--- config.mk ---
export PLATFORM = sky130hd
export DESIGN_NAME = display_scan_ctrl
export DESIGN_NICKNAME = d
export VERILOG_FILES = /design/src/rtl/display_pkg.sv /design/src/rtl/scan_prescaler.sv /design/src/rtl/display_scan_ctrl.sv
export SDC_FILE = /design/constraint.sdc
export NUM_CORES = 1
export LEC_CHECK = 0
export CORE_MARGIN = 1.5
export CORE_UTILIZATION = 35
export DETAILED_ROUTE_END_ITERATION = 12
export SYNTH_ARGS = -nofsm -noshare
export SYNTH_HDL_FRONTEND = slang
export SYNTH_SLANG_ARGS = --single-unit
--- constraint.sdc ---
create_clock -name clk -period 2.9 [get_ports clk]
set_clock_uncertainty 0.1 [all_clocks]
set_input_delay 0.58 -clock clk [delete_from_list [all_inputs] [get_ports clk]]
set_output_delay 0.58 -clock clk [all_outputs]
set_load 0.02 [all_outputs]
--- src/rtl/display_pkg.sv ---
// Shared constants, FSM encoding and nibble helper for the display scan controller.
package display_pkg;

    localparam int BCD_W      = 4;
    localparam int MAX_DIGITS = 8;
    localparam int SEL_W      = 3;
    localparam int DATA_W     = BCD_W * MAX_DIGITS;

    typedef enum logic [1:0] {
        ST_IDLE   = 2'd0,
        ST_ACTIVE = 2'd1,
        ST_GAP    = 2'd2
    } scan_state_t;

    function automatic logic [BCD_W-1:0] nibble_at(
        input logic [DATA_W-1:0] d,
        input logic [SEL_W-1:0]  idx
    );
        return d[idx*BCD_W +: BCD_W];
    endfunction

endpackage

--- src/rtl/scan_prescaler.sv ---
// Slot counter: wraps modulo PRESCALE, tick marks the last count of a slot.
module scan_prescaler #(
    parameter int PRESCALE = 1000
) (
    input  logic clk,
    input  logic reset,
    input  logic clear,
    output logic tick
);

    localparam int CW = $clog2(PRESCALE);
    localparam logic [CW-1:0] LAST = CW'(PRESCALE - 1);

    logic [CW-1:0] count_q;

    always_ff @(posedge clk) begin
        if (reset || clear) begin
            count_q <= '0;
        end else if (count_q == LAST) begin
            count_q <= '0;
        end else begin
            count_q <= count_q + 1'b1;
        end
    end

    assign tick = (count_q == LAST);

endmodule

--- src/rtl/display_scan_ctrl.sv ---
// Multiplexed BCD display scanner with blanking gap and frame-synchronous reload.
// Optional leading-zero blanking: define DISPLAY_SCAN_BLANK_EN.
module display_scan_ctrl
    import display_pkg::*;
#(
    parameter int PRESCALE   = 1000,
    parameter int NUM_DIGITS = 8
) (
    input  logic              clk,
    input  logic              reset,
    input  logic              run,
    input  logic [DATA_W-1:0] digits_in,
    input  logic              load,
    output logic [SEL_W-1:0]  sel,
    output logic              dec_en,
    output logic [BCD_W-1:0]  digit_out,
    output logic              frame_done,
    output logic              load_ack
);

    localparam logic [SEL_W-1:0] LAST_SEL = SEL_W'(NUM_DIGITS - 1);

    scan_state_t       state_q, state_d;
    logic [SEL_W-1:0]  sel_d;
    logic              dec_en_d;
    logic              frame_done_d;
    logic              load_ack_d;
    logic [BCD_W-1:0]  digit_out_d;
    logic [DATA_W-1:0] staging_q, staging_d;
    logic [DATA_W-1:0] display_q, display_d;
    logic              pending_q, pending_d;
    logic              tick;
    logic              wrap;
    logic              xfer;
    logic              lit;

    // Counter runs 0 in GAP and 1..PRESCALE-1 across the lit part of a slot.
    scan_prescaler #(
        .PRESCALE (PRESCALE)
    ) u_prescaler (
        .clk   (clk),
        .reset (reset),
        .clear (!run),
        .tick  (tick)
    );

    assign wrap = (state_q == ST_GAP) && run && (sel == LAST_SEL);
    assign xfer = pending_q && (wrap || (state_q == ST_IDLE));

    always_comb begin
        state_d = state_q;
        unique case (state_q)
            ST_IDLE: begin
                if (run) state_d = ST_ACTIVE;
            end
            ST_ACTIVE: begin
                if (!run)     state_d = ST_IDLE;
                else if (tick) state_d = ST_GAP;
            end
            ST_GAP: begin
                state_d = run ? ST_ACTIVE : ST_IDLE;
            end
            default: state_d = ST_IDLE;
        endcase
    end

    always_comb begin
        display_d = xfer ? staging_q : display_q;
        staging_d = load ? digits_in : staging_q;
        pending_d = load || (pending_q && !xfer);
        load_ack_d   = xfer;
        frame_done_d = wrap;
        sel_d = sel;
        if (state_d == ST_IDLE) begin
            sel_d = '0;
        end else if (state_q == ST_GAP) begin
            sel_d = wrap ? '0 : sel + 1'b1;
        end
    end

`ifdef DISPLAY_SCAN_BLANK_EN
    // Digit k is blank when it and every higher digit hold zero.
    logic [MAX_DIGITS-1:0] blank;

    always_comb begin
        logic lead;
        blank = '0;
        lead  = 1'b1;
        for (int k = NUM_DIGITS - 1; k >= 1; k--) begin
            lead     = lead && (nibble_at(display_d, SEL_W'(k)) == '0);
            blank[k] = lead;
        end
    end

    assign lit = !blank[sel_d];
`else
    assign lit = 1'b1;
`endif

    assign dec_en_d    = (state_d == ST_ACTIVE) && lit;
    assign digit_out_d = nibble_at(display_d, sel_d);

    always_ff @(posedge clk) begin
        if (reset) begin
            state_q    <= ST_IDLE;
            sel        <= '0;
            dec_en     <= 1'b0;
            digit_out  <= '0;
            frame_done <= 1'b0;
            load_ack   <= 1'b0;
            staging_q  <= '0;
            display_q  <= '0;
            pending_q  <= 1'b0;
        end else begin
            state_q    <= state_d;
            sel        <= sel_d;
            dec_en     <= dec_en_d;
            digit_out  <= digit_out_d;
            frame_done <= frame_done_d;
            load_ack   <= load_ack_d;
            staging_q  <= staging_d;
            display_q  <= display_d;
            pending_q  <= pending_d;
        end
    end

endmodule

==> run_results.csv, run 1 <==
group,metric,value,unit
routing,drt_first_pass_iters,4,
power,vdd_drop_max,216,uV
logic_synthesis,yosys.area.top_type,"dfxtp_1",
clock_network,clk_pin_slew,0.09,ns
routing,vias,2915,
logic_synthesis,ys_warn_count,0,
worst_hold_path,hold_path.class,"reg2reg",
die,die-area,0.0113,mm2
logic_synthesis,synth_xor_area_frac,0.0141,
logic_synthesis,synth-compound-area-share,0.161,
logic_synthesis,synthFlopType,"dfxtp_1",
worst_setup_path,cp_max_fo,16,
worst_setup_path,crit_type,"reg2reg",
die,die_h,106,um
logic_synthesis,yosys.area.top_type_share,0.466,
placement,post-dp-hpwl,5.71,mm
sta,fin_crit,2.53,ns
worst_setup_path,cp.required,3.05,ns
clock_network,cts.htree.levels,3,
cells_and_area,utilization,0.442,
sta,slew_headroom,0.544,
grt,grt_max_degree,67,
logic_synthesis,synth_top_family_by_area,"simple AND/OR/NAND/NOR gates",
logic_synthesis,synthMuxAreaShare,0.134,
clock_network,numCtsBuffers,9,
routing,viasPerCell,5.03,
routing,drt_iter0_markers,185,
grt,grt_antenna_before_repair,0,
logic_synthesis,synth.avg_cell_area,9.46,um2
routing,ant_nets,0,
power,power_density,535,mW/mm2
grt,gr-total-overflow,0,
sta,whs,0.356,ns
cells_and_area,syn_to_final_growth,22.0,%
worst_setup_path,critPathLaunchType,"flip-flop",
routing,routed_wl,8.18,mm
sta,grt_setup_unrepaired,"no",
placement,port_buffers,45,
sta,period_share,0.874,
sta,tns,0,ns
die,rows,37,
power,power.leakage,1.79,nW
logic_synthesis,synth_edf_count,0,
logic_synthesis,synth.area.top_cells,"dfxtp_1, mux2i_1, a21oi_1",
die,initial_utilization,0.362,
logic_synthesis,syn_inst,395,
grt,grt_pass1_vias,2795,
grt,grt_pass1_wl,13.6,mm
logic_synthesis,synth_simple_gate_area_share,0.170,
die,pin_count,46,
clock_network,cts_tree,"done",
clock_network,clockBufferDepth,2,
worst_setup_path,ff2ff_setup_slack,0.37,ns
grt,grt_usage,0.153,
sta,fmax,395,MHz
cells_and_area,n_antenna_cell,0,
logic_synthesis,synthesis.area,0.00374,mm2
sta,worst_slew_pin_slew,0.680,ns
logic_synthesis,seq_area_frac_synth,0.466,
logic_synthesis,synthArstFlopShare,0,
sta,hold_viol,0,
sta,setup_viol,0,
cells_and_area,fin_nets,478,
logic_synthesis,ys_types,45,
placement,dp.cells,564,
clock_network,clock-sinks,87,
cells_and_area,drive_gt1_frac,0.113,
logic_synthesis,synth_nets,434,
clock_network,clock-root-buffer,"clkbuf_8",
flow_run,maxCapViolCount,0,
logic_synthesis,ys_ff_latch,87,
routing,wire_per_inst,14.1,um
worst_setup_path,crit_arrival,2.68,ns
cells_and_area,instances_no_fill,580,
sta,drv_slew,0,
placement,gp_congestion,0.803,
routing,drc,0,
die,core_area,0.0103,mm2
cells_and_area,final_common_cell,"dfxtp_1",
run_status,outcome,"finished clean",
clock_network,clk_latency,0.36,ns
die,fp.dieW,106,um
logic_synthesis,synthAdderAreaFrac,0.0100,
clock_network,cts_hold_buf,0,
cells_and_area,mostFrequentLayoutCells,"dfxtp_1, nor2_1, clkdlybuf4s50_1",
worst_setup_path,endpoint_kind,"flip-flop",
==> state kept, by name, summed over array words and instances, names as in the netlist <==
name / count
pending_q: 1
staging_q: 32
u_prescaler.count_q: 10
display_q: 32
load_ack: 1
state_q: 2
digit_out: 4
frame_done: 1
sel: 3
dec_en: 1
==> metal layers <==
layer / vias up / global-route usage / wire [um]
li1: 1498 / - / -
met1: 1372 / 0.194 / 3830
met2: 39 / 0.256 / 4030
met3: 6 / 0.0300 / 240
met4: 0 / 0.0608 / 83
met5: - / 0 / 0
==> stage by stage <==
step | setup WS (ns) | area (um2) | power (W)
6_report | 0.366 | 4560 | 0.00244
4_1_cts | 0.0856 | 4560 | 0.00247
3_5_place_dp | 0.00689 | 4320 | 0.00149
2_1_floorplan | 0.423 | 3740 | 0.00141
3_3_place_gp | 0.0647 | 4320 | 0.00149
5_1_grt | 0.196 | 4560 | 0.00255
==> Yosys cell counts (3+ instances only) <==
cell	instances
dfxtp_1	87
nor2_1	48
mux2i_1	41
a21oi_1	38
nand2_1	37
nand3_1	22
o21ai_0	15
clkbuf_1	14
a211oi_1	8
a221oi_1	8
buf_6	5
inv_1	5
a211o_1	4
mux4_2	4
o21ai_1	4
o22ai_1	4
or4_1	4
xor2_1	4
buf_4	3
ha_1	3
==> final timing paths <==
kind	start	endpoint	cells past startpoint
worst max-delay path	sel[0]	digit_out[0]	8
worst min-delay path	display_q[25]	display_q[25]	2
worst max register to register	sel[0]	digit_out[0]	8
worst min register to register	display_q[25]	display_q[25]	2
==> cell families after synthesis <==
group                      after synthesis
and+or+nand+nor                        133
AOI/OAI and AO/OA                       90
DFF                                     87
muxes                                   45
buffers and inverters                   31
xor gates and xnor gates                 6
adders and majority gates                3
==> area by class of cell <==
| class | count | area [um2] |
|---|---|---|
| inverter | 5 | 18.8 |
| clock inverter | 6 | 103 |
| timing repair buffer | 59 | 558 |
| clock buffer | 10 | 138 |
| sequential | 87 | 1740 |
| tap | 136 | 170 |
| fill | 993 | 5760 |
| multi-input combinational | 277 | 1830 |
==> where the power goes <==
group          switching (W)  internal [W]  total (W)
Clock               0.000454      0.000522   0.000976
Combinational      0.0000959      0.000104   0.000199
Sequential         0.0000262       0.00124    0.00126
==> worst max-delay path, stage by stage (launching register included) <==
cell	delay [ns]
dfxtp_1	0.34
ha_1	0.15
ha_1	0.33
a21boi_2	0.25
buf_4	0.20
o21ai_0	0.22
a221oi_1	0.12
or4_1	0.46
a211o_1	0.25
==> repair_timing <==
action	in CTS	in global routing
hold endpoints to repair	0	0
setup buffers	0	0
setup endpoints to repair	0	4
gates resized for setup	0	1
(Power assumes the default switching activity.)
==> inputs of run 2 (changes only) <==
==> constraint.sdc (replaced) <==
create_clock -name clk -period 2.74 [get_ports clk]
set_clock_uncertainty 0.1 [all_clocks]
set_input_delay 0.548 -clock clk [delete_from_list [all_inputs] [get_ports clk]]
set_output_delay 0.548 -clock clk [all_outputs]
set_load 0.02 [all_outputs]
==> run_results.csv, run 2 (synthesized netlist as in run 1, its figures left out) <==
group,metric,value,unit
worst_setup_path,cp_slowest_cell,"or4_1",
grt,grt_pass1_vias,2881,
sta,fmax,397,MHz
grt,grt_max_degree,35,
placement,place_ws,-0.135,ns
clock_network,clockBufferDepth,2,
worst_setup_path,cp_common_cell,"ha_1",
sta,hold_viol,0,
placement,post-dp-hpwl,5.83,mm
sta,setup_viol,0,
worst_hold_path,hold_start,"reset",
cells_and_area,fin_nets,481,
worst_setup_path,ff2ff_setup_slack,0.22,ns
sta,worst_slew_pin_slew,0.690,ns
clock_network,clock-sinks,87,
worst_setup_path,max_stage_delay,0.44,ns
clock_network,numCtsBuffers,9,
die,die-area,0.0113,mm2
die,rows,37,
routing,drc,0,
worst_setup_path,r2r-start,"sel[1]",
cells_and_area,syn_to_final_growth,21.5,%
worst_setup_path,crit_type,"reg2reg",
cells_and_area,nFillCells,999,
die,die_h,106,um
sta,period_share,0.920,
placement,port_buffers,45,
worst_hold_path,hold_end,"frame_done",
cells_and_area,drive_gt1_frac,0.116,
power,power.leakage,1.78,nW
routing,wire_per_inst,14.1,um
sta,grt_setup_unrepaired,"no",
power,vdd_drop_max,257,uV
die,fp.dieW,106,um
worst_setup_path,crit_arrival,2.68,ns
routing,routed_wl,8.25,mm
clock_network,cts_resized,1,
worst_setup_path,cp-startpoint,"sel[1]",
worst_setup_path,regToRegEndpoint,"digit_out[0]",
cells_and_area,mostFrequentLayoutCells,"dfxtp_1, nor2_1, clkdlybuf4s50_1",
worst_hold_path,holdPathStages,2,
worst_setup_path,crit_chain,"ha_1, ha_1, a21boi_2, buf_4, o21ai_0, a221oi_1, or4_1, a211o_1",
cells_and_area,top_regs,"display_q (32), staging_q (32), u_prescaler.count_q (10)",
worst_setup_path,critPathLaunchType,"flip-flop",
routing,ant_nets,0,
cells_and_area,n_antenna_cell,0,
clock_network,clock-root-buffer,"clkbuf_8",
cells_and_area,ff_latch_area,0.00174,mm2
die,initial_utilization,0.362,
clock_network,clk_latency,0.36,ns
worst_setup_path,cp_max_fo,16,
cells_and_area,multi_input_area,0.00183,mm2
clock_network,cts_hold_buf,0,
routing,viasPerCell,5.07,
cells_and_area,instances_no_fill,583,
grt,grt_antenna_before_repair,0,
routing,vias,2954,
cells_and_area,final_common_cell,"dfxtp_1",
grt,grt_usage,0.152,
worst_setup_path,reg2reg_depth,8,
clock_network,clk_pin_slew,0.09,ns
grt,gr-total-overflow,0,
clock_network,cts_tree,"done",
routing,drt_first_pass_iters,4,
power,p_total,0.00235,W
flow_run,maxCapViolCount,0,
sta,layout_setup_ws,0.218,ns
placement,dp.cells,567,
sta,drv_slew,0,
die,pin_count,46,
clock_network,cts.htree.levels,3,
worst_setup_path,cp.required,2.90,ns
grt,grt_pass1_wl,13.7,mm
clock_network,postCtsSetupRepairBufs,0,
sta,fin_crit,2.52,ns
sta,slew_headroom,0.538,
die,core_area,0.0103,mm2
routing,drt_iter0_markers,138,
power,power_density,518,mW/mm2
run_status,outcome,"finished clean",
worst_setup_path,endpoint_kind,"flip-flop",
worst_hold_path,hold_path.class,"in2reg",
placement,gp_congestion,0.790,
-- run 2: cell count changes in the layout (fill, tap and decap cells not counted), sizes merged --
cell      previous run  this run
clkinv               3         2
buf                 16        19
bufinv               2         0
clkinvlp             0         3
-- run 2: cell type report --
class	instances	share of cell area
Clock buffer	10	0.0281
Clock inverter	6	0.00992
Inverter	5	0.00413
Multi-Input combinational cell	277	0.403
Sequential cell	87	0.384
Tap cell	136	0.0375
Timing Repair Buffer	62	0.133
-- run 2: per-layer routing --
metal,vias up,part of all wire,GRT usage,wire length (um)
met4,0,0.019,0.0656,156
li1,1491,-,-,-
met1,1411,0.45,0.185,3720
met2,42,0.49,0.262,4070
met3,10,0.035,0.0288,292
met5,-,0,0,0
-- run 2: worst max path at each step --
| stage | to | depth (start not counted) |
|---|---|---|
| floorplan | digit_out[2] | 9 |
| global placement | digit_out[0] | 4 |
| detailed placement | digit_out[0] | 4 |
| CTS | digit_out[0] | 8 |
| global route | digit_out[2] | 7 |
| finish | digit_out[0] | 8 |
-- run 2: where the power goes --
| part | total (W) | switching (W) | internal, W | leakage (nW) |
|---|---|---|---|---|
| clock | 0.000801 | 0.000468 | 0.000332 | 0.0789 |
| sequential | 0.00134 | 0.0000279 | 0.00131 | 0.710 |
| combinational | 0.000216 | 0.000103 | 0.000113 | 0.987 |
-- run 2: worst max-delay path, delay by kind of cell (launching register included) --
| family | cells | cell delay [ns] |
|---|---|---|
| AO/OA/AOI/OAI | 4 | 0.85 |
| adder cells (fa/ha/maj) | 2 | 0.49 |
| buffers and inverters | 1 | 0.20 |
| flip-flops | 1 | 0.35 |
| AND/OR/NAND/NOR | 1 | 0.44 |
-- run 2: metrics by stage --
| step | TNS [ns] | area [um2] | hold slack, ns | utilization |
|---|---|---|---|---|
| 2_1_floorplan | 0 | 3740 | 0.326 | - |
| 3_3_place_gp | -0.188 | 4370 | 0.339 | 0.423 |
| 3_5_place_dp | -0.492 | 4370 | 0.348 | 0.423 |
| 4_1_cts | 0 | 4540 | 0.345 | 0.440 |
| 5_1_grt | 0 | 4540 | 0.338 | 0.440 |
| 6_report | 0 | 4540 | 0.356 | 0.440 |
==> inputs of run 3 (changes only) <==
--- a/config.mk
+++ b/config.mk
@@ -7,6 +7,7 @@
 export LEC_CHECK = 0
 export CORE_MARGIN = 1.5
 export CORE_UTILIZATION = 35
+export CTS_CLUSTER_SIZE = 12
 export DETAILED_ROUTE_END_ITERATION = 12
 export SYNTH_ARGS = -nofsm -noshare
 export SYNTH_HDL_FRONTEND = slang
==> results of run 3 <==
The final DEF is identical to that of run 2; final timing and power are the same.
